===== src/rtl/move_gen_sched_pkg.sv =====
// Shared definitions for the move generation scheduler.
// Holds the scheduler state encoding, move/column word widths and board geometry.
package move_gen_sched_pkg;

  localparam int unsigned N_COLS    = 8;
  localparam int unsigned N_ROWS    = 8;
  localparam int unsigned SQ_W      = 4;
  localparam int unsigned COL_W     = N_ROWS * SQ_W;    // 32 bits per column
  localparam int unsigned MOVE_W    = 160;
  localparam int unsigned COL_IDX_W = 3;
  localparam int unsigned BOARD_W   = N_COLS * COL_W;   // 256
  localparam int unsigned COLQ_W    = N_COLS * MOVE_W;  // 1280

  typedef enum logic [1:0] {
    ST_IDLE  = 2'd0,
    ST_CLEAR = 2'd1,
    ST_GEN   = 2'd2,
    ST_DONE  = 2'd3
  } state_t;

endpackage


===== src/rtl/move_gen_sched_rr_arb8.sv =====
// Combinational 8-way round-robin arbiter.
// Ports: req    - per-column request
//        ptr    - column where the search starts
//        gnt_idx- first requesting column at or after ptr (wrapping)
//        gnt_any- at least one request present
module rr_arb8
  import move_gen_sched_pkg::*;
(
  input  logic [N_COLS-1:0]    req,
  input  logic [COL_IDX_W-1:0] ptr,
  output logic [COL_IDX_W-1:0] gnt_idx,
  output logic                 gnt_any
);

  logic [COL_IDX_W-1:0] idx;

  // Scan from the farthest offset down so the nearest requester wins last.
  always_comb begin
    gnt_idx = '0;
    gnt_any = 1'b0;
    idx     = '0;
    for (int i = N_COLS - 1; i >= 0; i--) begin
      idx = ptr + COL_IDX_W'(i);
      if (req[idx]) begin
        gnt_idx = idx;
        gnt_any = 1'b1;
      end
    end
  end

endmodule


===== src/rtl/move_gen_sched.sv =====
// Move generation scheduler: latches a board, clears the column units, then
// drains the column FIFOs round-robin into a single valid/ready move stream.
// Ports: clk/reset_n      - clock, async active-low reset
//        start/board_in   - run request and board to evaluate
//        col_state/col_reset - board and clear to the column units
//        col_done/col_empty/col_rden/col_q - column unit status and FIFO read
//        mv_data/mv_col/mv_valid/mv_ready - move output stream
//        busy/done/move_count/timeout_err - run status
module move_gen_sched
  import move_gen_sched_pkg::*;
#(
  parameter int unsigned CLR_CYCLES = 2,
  parameter int unsigned TIMEOUT    = 4096
) (
  input  logic                 clk,
  input  logic                 reset_n,
  input  logic                 start,
  input  logic [BOARD_W-1:0]   board_in,
  output logic [BOARD_W-1:0]   col_state,
  output logic                 col_reset,
  input  logic [N_COLS-1:0]    col_done,
  input  logic [N_COLS-1:0]    col_empty,
  output logic [N_COLS-1:0]    col_rden,
  input  logic [COLQ_W-1:0]    col_q,
  output logic [MOVE_W-1:0]    mv_data,
  output logic [COL_IDX_W-1:0] mv_col,
  output logic                 mv_valid,
  input  logic                 mv_ready,
  output logic                 busy,
  output logic                 done,
  output logic [7:0]           move_count,
  output logic                 timeout_err
);

  localparam int unsigned CLR_W = (CLR_CYCLES > 1) ? $clog2(CLR_CYCLES) : 1;
  localparam int unsigned TO_W  = (TIMEOUT > 1) ? $clog2(TIMEOUT) : 1;

  state_t                   state_q, state_d;
  logic [CLR_W-1:0]         clr_cnt_q;
  logic [TO_W-1:0]          gen_cnt_q;
  logic [COL_IDX_W-1:0]     ptr_q, rd_col_q, gnt_idx;
  logic                     gnt_any, inflight_q;
  logic                     rd_go, accept, start_ok, gen_timeout, gen_finish;
  logic [N_COLS-1:0][MOVE_W-1:0] col_q_arr;

  assign col_q_arr = col_q;
  assign accept    = mv_valid & mv_ready;
  // Read strobe must react to same-cycle mv_ready to sustain one word per two cycles.
  assign col_rden  = rd_go ? (N_COLS'(1) << gnt_idx) : '0;

  rr_arb8 u_arb (
    .req     (~col_empty),
    .ptr     (ptr_q),
    .gnt_idx (gnt_idx),
    .gnt_any (gnt_any)
  );

  // State register.
  always_ff @(posedge clk or negedge reset_n) begin
    if (!reset_n) state_q <= ST_IDLE;
    else          state_q <= state_d;
  end

  // Next state and read issue.
  always_comb begin
    state_d     = state_q;
    rd_go       = 1'b0;
    start_ok    = 1'b0;
    gen_finish  = 1'b0;
    gen_timeout = 1'b0;
    case (state_q)
      ST_IDLE, ST_DONE: begin
        if (start) begin
          start_ok = 1'b1;
          state_d  = ST_CLEAR;
        end
      end
      ST_CLEAR: begin
        if (clr_cnt_q == CLR_W'(CLR_CYCLES - 1)) state_d = ST_GEN;
      end
      ST_GEN: begin
        gen_finish  = (col_done == '1) && (col_empty == '1) && !inflight_q && !mv_valid;
        gen_timeout = !gen_finish && (gen_cnt_q == TO_W'(TIMEOUT - 1));
        if (gen_finish || gen_timeout) state_d = ST_DONE;
        else rd_go = !inflight_q && (!mv_valid || mv_ready) && gnt_any;
      end
      default: state_d = ST_IDLE;
    endcase
  end

  // Datapath, counters and registered status.
  always_ff @(posedge clk or negedge reset_n) begin
    if (!reset_n) begin
      col_state   <= '0;
      col_reset   <= 1'b1;
      busy        <= 1'b0;
      done        <= 1'b0;
      clr_cnt_q   <= '0;
      gen_cnt_q   <= '0;
      ptr_q       <= '0;
      rd_col_q    <= '0;
      inflight_q  <= 1'b0;
      mv_data     <= '0;
      mv_col      <= '0;
      mv_valid    <= 1'b0;
      move_count  <= '0;
      timeout_err <= 1'b0;
    end else begin
      col_reset <= (state_d == ST_IDLE) || (state_d == ST_CLEAR);
      busy      <= (state_d == ST_CLEAR) || (state_d == ST_GEN);
      done      <= (state_d == ST_DONE);

      if (start_ok) begin
        col_state   <= board_in;
        clr_cnt_q   <= '0;
        gen_cnt_q   <= '0;
        ptr_q       <= '0;
        timeout_err <= 1'b0;
      end else begin
        if (state_q == ST_CLEAR) clr_cnt_q <= clr_cnt_q + CLR_W'(1);
        if (state_q == ST_GEN)   gen_cnt_q <= gen_cnt_q + TO_W'(1);
        if (gen_timeout)         timeout_err <= 1'b1;
      end

      if (rd_go) begin
        ptr_q    <= gnt_idx + COL_IDX_W'(1);
        rd_col_q <= gnt_idx;
      end
      inflight_q <= rd_go;

      // FIFO data is valid the cycle after the strobe; reads only issue when the register frees.
      if (inflight_q) begin
        mv_data  <= col_q_arr[rd_col_q];
        mv_col   <= rd_col_q;
        mv_valid <= 1'b1;
      end else if (accept) begin
        mv_valid <= 1'b0;
      end

      if (start_ok) move_count <= '0;
      else if (accept && (move_count != 8'hFF)) move_count <= move_count + 8'd1;
    end
  end

endmodule

===== config.mk =====
export PLATFORM = sky130hd
export DESIGN_NAME = move_gen_sched
export DESIGN_NICKNAME = d
export VERILOG_FILES = /design/src/rtl/move_gen_sched_pkg.sv /design/src/rtl/move_gen_sched_rr_arb8.sv /design/src/rtl/move_gen_sched.sv
export SDC_FILE = /design/constraint.sdc
export NUM_CORES = 1
export LEC_CHECK = 0
export CORE_AREA = 5 5 776 778
export CTS_BUF_LIST = sky130_fd_sc_hd__clkbuf_8
export DETAILED_ROUTE_END_ITERATION = 8
export DIE_AREA = 0 0 781 783
export GPL_ROUTABILITY_DRIVEN = 0
export GPL_TIMING_DRIVEN = 1
export PLACE_DENSITY = 0.3
export SLEW_MARGIN = 20
export SYNTH_ARGS = -nofsm -noshare
export SYNTH_HDL_FRONTEND = slang
export SYNTH_SLANG_ARGS = --single-unit

===== constraint.sdc =====
create_clock -name clk -period 3.64 [get_ports clk]
set_input_delay 0.546 -clock clk [delete_from_list [all_inputs] [get_ports clk]]
set_output_delay 0.546 -clock clk [all_outputs]
set_load 0.005 [all_outputs]

==> results of run 1 <==
## cell usage after synthesis (12+ instances only)
library cell	number	area [um^2]
sky130_fd_sc_hd__buf_1	24	90.09
sky130_fd_sc_hd__a21oi_1	167	835.8
sky130_fd_sc_hd__clkbuf_1	136	510.5
sky130_fd_sc_hd__nor2_1	196	735.7
sky130_fd_sc_hd__mux4_2	330	7432
sky130_fd_sc_hd__mux2i_1	171	1712
sky130_fd_sc_hd__inv_1	13	48.80
sky130_fd_sc_hd__xor2_1	13	113.9
sky130_fd_sc_hd__buf_2	30	150.1
sky130_fd_sc_hd__ha_1	12	150.1
sky130_fd_sc_hd__nand2_1	783	2939
sky130_fd_sc_hd__dfrtp_1	453	11340
## path summary, 6_finish.rpt
path	start	endpoint	slack, ns	cells after the start
worst max-delay path	ptr_q[1]$_DFFE_PN0P_	col_rden[5]	-0.98	12
worst min-delay path	board_in[126]	col_state[126]$_DFFE_PN0P_	0.19	3
worst max register to register	ptr_q[1]$_DFFE_PN0P_	ptr_q[2]$_DFFE_PN0P_	0.51	12
worst min register to register	col_state[142]$_DFFE_PN0P_	col_state[142]$_DFFE_PN0P_	0.47	2
max in group asynchronous	reset_n	rd_col_q[0]$_DFFE_PN0P_	2.32	3
min in group asynchronous	reset_n	col_state[226]$_DFFE_PN0P_	0.23	2
## worst register-to-register path, cell delays in order, from the launching register on
cell and delay (ns):
sky130_fd_sc_hd__dfrtp_1 0.37, sky130_fd_sc_hd__inv_2 0.06, sky130_fd_sc_hd__ha_4 0.34, sky130_fd_sc_hd__buf_6 0.14, sky130_fd_sc_hd__mux2_4 0.30, sky130_fd_sc_hd__mux4_2 0.58
sky130_fd_sc_hd__o211ai_2 0.10, sky130_fd_sc_hd__a31o_4 0.18, sky130_fd_sc_hd__a21oi_2 0.07, sky130_fd_sc_hd__or2_1 0.26, sky130_fd_sc_hd__ha_2 0.22, sky130_fd_sc_hd__ha_1 0.29
sky130_fd_sc_hd__mux2i_1 0.14
## sequential cells by signal, summed over array words and instances, names as in the netlist, 2 cells and up
register and count:
mv_col 3, rd_col_q 3, col_state 256, state_q 2, gen_cnt_q 12, move_count 8, mv_data 160, ptr_q 3
## report_power, final
part / internal [mW] / switching (mW) / leakage [nW]
Clock: 3.87 / 3.12 / 1.30
Combinational: 11.9 / 15.3 / 15.1
Sequential: 7.38 / 1.78 / 5.37
## cell type report
| cell class | count | area share |
|---|---|---|
| timing repair buffer | 2232 | 0.3658 |
| multi-input combinational | 1775 | 0.2424 |
| sequential | 454 | 0.1852 |
| tap | 7865 | 0.1602 |
| clock buffer | 137 | 0.03069 |
| antenna | 182 | 0.007414 |
| clock inverter | 57 | 0.007373 |
| inverter | 15 | 0.0009165 |
## per-layer routing
metal	vias to the layer above	track usage
li1	13270	-
met1	16340	0.1242
met2	2519	0.2616
met3	1111	0.06245
met4	180	0.07515
met5	-	0.003183
## metrics by stage
| stage | utilization | cell area (um^2) | hold slack (ns) | setup TNS [ns] | total power, mW |
|---|---|---|---|---|---|
| after floorplan | - | 26950 | 0.2504 | 0 | 19.11 |
| after global placement | 0.09646 | 57410 | 0.4590 | -3.668 | 37.08 |
| after detailed placement | 0.09646 | 57410 | 0.4650 | -3.581 | 37.12 |
| after CTS | 0.1023 | 60910 | 0.0002577 | -9.688 | 44.96 |
| after global routing | 0.1030 | 61320 | 0.04259 | -9.881 | 46.20 |
| final | 0.1032 | 61430 | 0.1948 | -7.482 | 43.35 |
## what timing repair did
action | CTS | global route
setup buffers | 1 | 1
gates resized for setup | 22 | 11
pin swaps | 10 | 8
endpoints found under the hold margin | 140 | 0
endpoints found under the setup margin | 8 | 8
hold buffers | 107 | 0
## logic make-up after synthesis
| kind of cell | share of synthesized area |
|---|---|
| simple gates | 0.1471 |
| mux | 0.3462 |
| flops | 0.4217 |
| buf+inv | 0.03148 |
| compound gates | 0.04054 |
| xor+xnor | 0.007476 |
| fa+ha+maj | 0.005572 |
==> qor.txt, run 1 <==
Post-synthesis instance area = 26940 um^2
First-pass GRT wire length = 524800 um
Maximum fanout count along the critical path = 8
Layout cells sized above 1 = 0.1484
Final Cycle Share = 1.269
Worst VDD drop = 343.4 uV
Post-place setup slack = -0.5079 ns
Number of standard cells in the layout, taps in and fillers out = 12720
Failing checks = setup timing
Cells traversed along the worst timing path = inv_2 -> ha_4 -> buf_6 -> mux2_4 -> mux4_2 -> o311a_1 -> o2111ai_4 -> a31o_1 -> ha_2 -> buf_12 -> and3_4 -> buf_12
Clk sink count = 454
Sequential cell area fraction in the yosys report = 0.4217
Average wire length per cell after detail routing = 34.99 um
Total met3 wirelength after detailed routing = 44640 um
Final Critical Period = 4.621 ns
Register clock-pin slew on the reported worst setup and hold paths = 0.06 ns
Number of antenna violations at the first check in global routing = 483
Async set-or-reset flop fraction in the synthesized netlist = 1.000
Normalized max-slew margin = 0.3924
Highest achievable clock rate = 216.4 MHz
Critical path buffer and inverter count = 4
Clock tree from TritonCTS = built
Buffers added on ports = 1995
Top Family by Delay on Critical Path = multiplexers
Met2 Routed Length = 235700 um
Largest stage delay on the critical path = 0.58 ns
Total track usage = 0.1396
Critical Path AT = 4.07 ns
Die footprint = 611500 um^2
Number of max-capacitance violations reported = 0
Horizontal die dimension = 781 um
Number of instances in the synthesized netlist = 2438
Overall via count from detail_route = 33420
Type of the worst setup path = reg2out
Area of the core = 595200 um^2
Most frequent cells in the layout = sky130_fd_sc_hd__clkdlybuf4s50_1, sky130_fd_sc_hd__nand2_1, sky130_fd_sc_hd__dfrtp_1, sky130_fd_sc_hd__mux4_2, sky130_fd_sc_hd__nor2_1
Slew at the pin with the worst max-slew slack = 0.9085 ns
Post-Route M1 WL = 136000 um
Number of nets with antenna violations after routing = 0
Leakage power summed over all cells = 21.79 nW
Area growth from synthesis to final layout = 128.0%
Flip-flop and latch area = 11380 um^2
Area of the multi-input gates = 14890 um^2
HPWL after detailed placement = 408900 um
Number of synthesized register bits = 454
Nets@finish = 6156
DRC violation total after the first TritonRoute iteration = 2550
Final setup violation count = 8
Distinct cells, synth = 52
Worst Path Required = 3.09 ns
Number of detailed-routing iterations run before antenna repair = 6
Die height = 783 um
Count of placed standard cells including taps = 12230
Clock buffer depth = 4
Synth Area per Inst = 11.05 um^2
Master of the slowest instance on the critical path = sky130_fd_sc_hd__mux4_2
Most frequent standard cell in the layout excluding fill and tap cells = sky130_fd_sc_hd__clkdlybuf4s50_1
Floorplan row count = 284
Post-synthesis net count = 4006
Total count of max-transition violations in the final report = 0
Skew-Pair Late Insertion Delay = 0.97 ns
Total grt overflow = 0
Number of filler instances in the final layout = 68380
Post-route clock skew = 0.1163 ns
Kind of end point of the critical path = output port
Ys flop type = sky130_fd_sc_hd__dfrtp_1
Final setup slack of the worst path = -0.9805 ns
Kind of start point of the critical path = register
Number of buffers created by CTS = 110
RSZ-0062 raised after global routing = yes
Vias in the first global route = 34710
Yosys Warn Count = 0
Number of hold violations in the final report = 0
Worst min-delay path class = in2reg
Total power per unit cell area = 705.7 nW/um^2
Outcome = finished, violations left
Total Routed Length = 445000 um
Initial core utilization = 0.04527
Number of synthesized flops with an enable pin = 0
Highest Signal Layer = met5
CP most frequent cell = sky130_fd_sc_hd__buf_12
Max H-tree Level = 3
Residual DRC count = 0
Number of primary I/O pins = 1996
Clock root buffer = sky130_fd_sc_hd__clkbuf_8
Average vias per placed instance = 2.628
Pin count of the biggest net entering global routing = 157
(Power assumes the default switching activity.)
==> run 2: changes to the inputs <==
Settings changed: CORE_AREA 5 5 776 778 to 5 5 780 782, CTS_BUF_LIST sky130_fd_sc_hd__clkbuf_8 to not set, DIE_AREA 0 0 781 783 to 0 0 785 787, SYNTH_HIERARCHICAL set to 1.
==> run 2 against run 1 <==
  * The flow still finishes with violations (setup timing)
  * Clock power rose by 16%
  * Sequential share of layout area rose by 0.12 points
  * Synthesized cell count rose by 0.49%
  * Largest cell class unchanged
==> qor.txt, run 2 <==
Outcome = finished, violations left
Failing checks = setup timing
Number of synthesized flops with an enable pin = 0
Area growth from synthesis to final layout = 124.0%
Clock root buffer = sky130_fd_sc_hd__clkbuf_16
Total count of max-transition violations in the final report = 0
HPWL after detailed placement = 449900 um
Number of primary I/O pins = 1996
Clock buffer depth = 4
Total grt overflow = 0
Synth Area per Inst = 11.12 um^2
Share of the core filled with cells = 0.1016
Vias in the first global route = 33800
Distinct cells, synth = 55
Number of detailed-routing iterations run before antenna repair = 6
Master of the slowest instance on the critical path = sky130_fd_sc_hd__clkdlybuf4s50_1
Register clock-pin slew on the reported worst setup and hold paths = 0.06 ns
Post-synthesis net count = 4019
Most numerous cell types in the synthesized netlist = sky130_fd_sc_hd__nand2_1, sky130_fd_sc_hd__dfrtp_1, sky130_fd_sc_hd__mux4_2, sky130_fd_sc_hd__nor2_1, sky130_fd_sc_hd__a21oi_1
Sequential cell area fraction in the yosys report = 0.4171
Number of buffers created by CTS = 80
Share of the synthesized area in the top cell type = 0.4161
Slew at the pin with the worst max-slew slack = 0.9765 ns
Yosys Warn Count = 6
Setup tns final = -4.913 ns
Residual DRC count = 0
Most frequent standard cell in the layout excluding fill and tap cells = sky130_fd_sc_hd__clkdlybuf4s50_1
Horizontal die dimension = 785 um
RSZ-0062 raised after global routing = yes
Kind of end point of the critical path = output port
Cell area after placement = 57780 um^2
Non-Filler Cell Area, Final = 61030 um^2
Worst min-delay path class = in2reg
Nets@finish = 6073
Post-synthesis share of cell area spent on full adders, half adders and majority gates = 0.005971
Kind of start point of the critical path = primary input
Total Routed Length = 492500 um
Maximum fanout count along the critical path = 6
Number of antenna violations at the first check in global routing = 488
Final Cycle Share = 1.191
Max H-tree Level = 3
Skew-Pair Late Insertion Delay = 0.83 ns
Simple-Gate Fraction of Synth Area = 0.1470
Most flops, register = col_state
Die footprint = 617800 um^2
Initial core utilization = 0.04536
Layout cells sized above 1 = 0.1493
Die height = 787 um
Critical path buffer and inverter count = 6
Clock tree from TritonCTS = built
Largest cells by area after synthesis = sky130_fd_sc_hd__dfrtp_1, sky130_fd_sc_hd__mux4_2, sky130_fd_sc_hd__nand2_1
Cell accounting for the most synthesized area = sky130_fd_sc_hd__dfrtp_1
XOR/XNOR share of the synthesized area = 0.005466
Type of the worst setup path = in2out
Floorplan row count = 285
Total track usage = 0.1534
Ys flop type = sky130_fd_sc_hd__dfrtp_1
Highest achievable clock rate = 230.7 MHz
Multiplexer fraction of the synthesized cell area = 0.3405
Leakage power summed over all cells = 21.40 nW
Post-synthesis instance area = 27240 um^2
Synthesized-area fraction occupied by ao, oa, aoi and oai cells = 0.04148
Cells traversed along the worst timing path = clkdlybuf4s50_1 -> buf_12 -> inv_1 -> mux4_2 -> mux2_4 -> buf_6 -> a221oi_4 -> and3_4 -> nor3_4 -> nor2_4 -> buf_6 -> ha_4 -> and3_4 -> buf_12
Cell with the most instances after synthesis = sky130_fd_sc_hd__nand2_1
Most frequent cells in the layout = sky130_fd_sc_hd__clkdlybuf4s50_1, sky130_fd_sc_hd__nand2_1, sky130_fd_sc_hd__dfrtp_1, sky130_fd_sc_hd__mux4_2, sky130_fd_sc_hd__nor2_1
Final setup violation count = 8
Largest registers ranked by flip-flop count = col_state: 256 flops, mv_data: 160 flops, gen_cnt_q: 12 flops
Buffers added on ports = 1995
Number of instances in the synthesized netlist = 2450
Number of max-capacitance violations reported = 0
Overall via count from detail_route = 34820
Number of hold violations in the final report = 0
Normalized max-slew margin = 0.3490
Average vias per placed instance = 2.733
First-pass GRT wire length = 574000 um
Final Critical Period = 4.336 ns
Clk sink count = 454
Critical Path AT = 3.79 ns
Total power per unit cell area = 740.2 nW/um^2
Post-route clock skew = 0.06910 ns
Number of synthesized register bits = 454
Worst VDD drop = 685.3 uV
Area of the core = 600500 um^2
Final setup slack of the worst path = -0.6955 ns
Number of nets with antenna violations after routing = 0
WHS = 0.2278 ns
Combinational family with the most area after synthesis = multiplexers
Max reg flops = 256
Top Family by Delay on Critical Path = buffers and inverters
Pin count of the biggest net entering global routing = 137
Average wire length per cell after detail routing = 38.66 um
Largest stage delay on the critical path = 0.60 ns
DRC violation total after the first TritonRoute iteration = 4124
Worst Path Required = 3.09 ns
Async set-or-reset flop fraction in the synthesized netlist = 1.000
[run 2: cell count changes in the layout (fill, tap and decap cells not counted), moves of 14 or more]
cell,delta
sky130_fd_sc_hd__diode_2,-38
sky130_fd_sc_hd__buf_4,+31
sky130_fd_sc_hd__clkbuf_1,+23
sky130_fd_sc_hd__inv_1,-14
sky130_fd_sc_hd__clkbuf_8,-126
sky130_fd_sc_hd__dlygate4sd3_1,-106
sky130_fd_sc_hd__clkbuf_16,+80
sky130_fd_sc_hd__nand2_1,+15
[run 2: routing by layer]
layer | global-route usage | up-vias | share of wire
met5 | 0.01887 | - | 0.0041
met1 | 0.1774 | 17560 | 0.39
met3 | 0.08959 | 912 | 0.13
li1 | - | 13090 | -
met4 | 0.02240 | 184 | 0.021
met2 | 0.2466 | 3074 | 0.45
[run 2: area by class of cell]
class / count / area [um^2]
Tap cell: 8036 / 10050
Inverter: 25 / 96.34
Clock inverter: 26 / 321.6
Clock buffer: 114 / 2240
Antenna cell: 144 / 360.3
Timing Repair Buffer: 2164 / 21640
Fill cell: 69180 / 539500
Multi-Input combinational cell: 1779 / 14930
Sequential cell: 454 / 11380
[run 2: timing repair]
item                                    4_1_cts  5_1_grt
endpoints found under the setup margin        8        8
endpoints found under the hold margin        20        0
setup buffers                                14        1
hold buffers                                  1        0
pin swaps                                    13        6
resized for setup                            63       16
[run 2: worst register-to-register path, cell delays in order (launching register included)]
cell	delay, ns
sky130_fd_sc_hd__dfrtp_2	0.43
sky130_fd_sc_hd__inv_2	0.08
sky130_fd_sc_hd__ha_4	0.29
sky130_fd_sc_hd__mux4_2	0.35
sky130_fd_sc_hd__mux2_4	0.31
sky130_fd_sc_hd__o21ai_2	0.11
sky130_fd_sc_hd__a31oi_1	0.09
sky130_fd_sc_hd__o21bai_1	0.17
sky130_fd_sc_hd__mux2_4	0.36
sky130_fd_sc_hd__buf_4	0.14
sky130_fd_sc_hd__ha_2	0.17
sky130_fd_sc_hd__ha_1	0.28
sky130_fd_sc_hd__mux2i_1	0.12
[run 2: kinds of logic (layout without fill, tap and decap cells)]
logic type      after synthesis  after routing
flops                       454            454
compound gates              211            211
buf+inv                     217           2329
other cells                   0            144
fa+ha+maj                    13             13
mux                         510            510
simple gates               1028           1028
xor+xnor                     17             17
[run 2: where the power goes]
group	internal, mW	switching, mW
Combinational	11.7	16.1
Sequential	7.36	1.91
Clock	4.64	3.46
[run 2: final timing paths]
kind                                           start                    endpoint  slack, ns  cells after the start
setup / recovery                        col_empty[7]                 col_rden[6]      -0.70                     14
hold / removal                         board_in[201]  col_state[201]$_DFFE_PN0P_       0.23                      3
setup reg to reg                ptr_q[0]$_DFFE_PN0P_        ptr_q[2]$_DFFE_PN0P_       0.65                     12
hold reg to reg            col_state[17]$_DFFE_PN0P_   col_state[17]$_DFFE_PN0P_       0.47                      2
max in group asynchronous                    reset_n     mv_data[43]$_DFFE_PN0P_       2.20                      3
min in group asynchronous                    reset_n   col_state[40]$_DFFE_PN0P_       0.27                      2
[run 2: stage by stage]
step | cells | setup WS, ns | total power, mW
3_5_place_dp | 12440 | -1.304 | 36.97
5_1_grt | 12660 | -0.8621 | 47.82
6_report | 12740 | -0.6955 | 45.18
2_1_floorplan | 2450 | 0.04502 | 18.83
3_3_place_gp | 12440 | -1.195 | 37.02
4_1_cts | 12600 | -0.7964 | 46.40
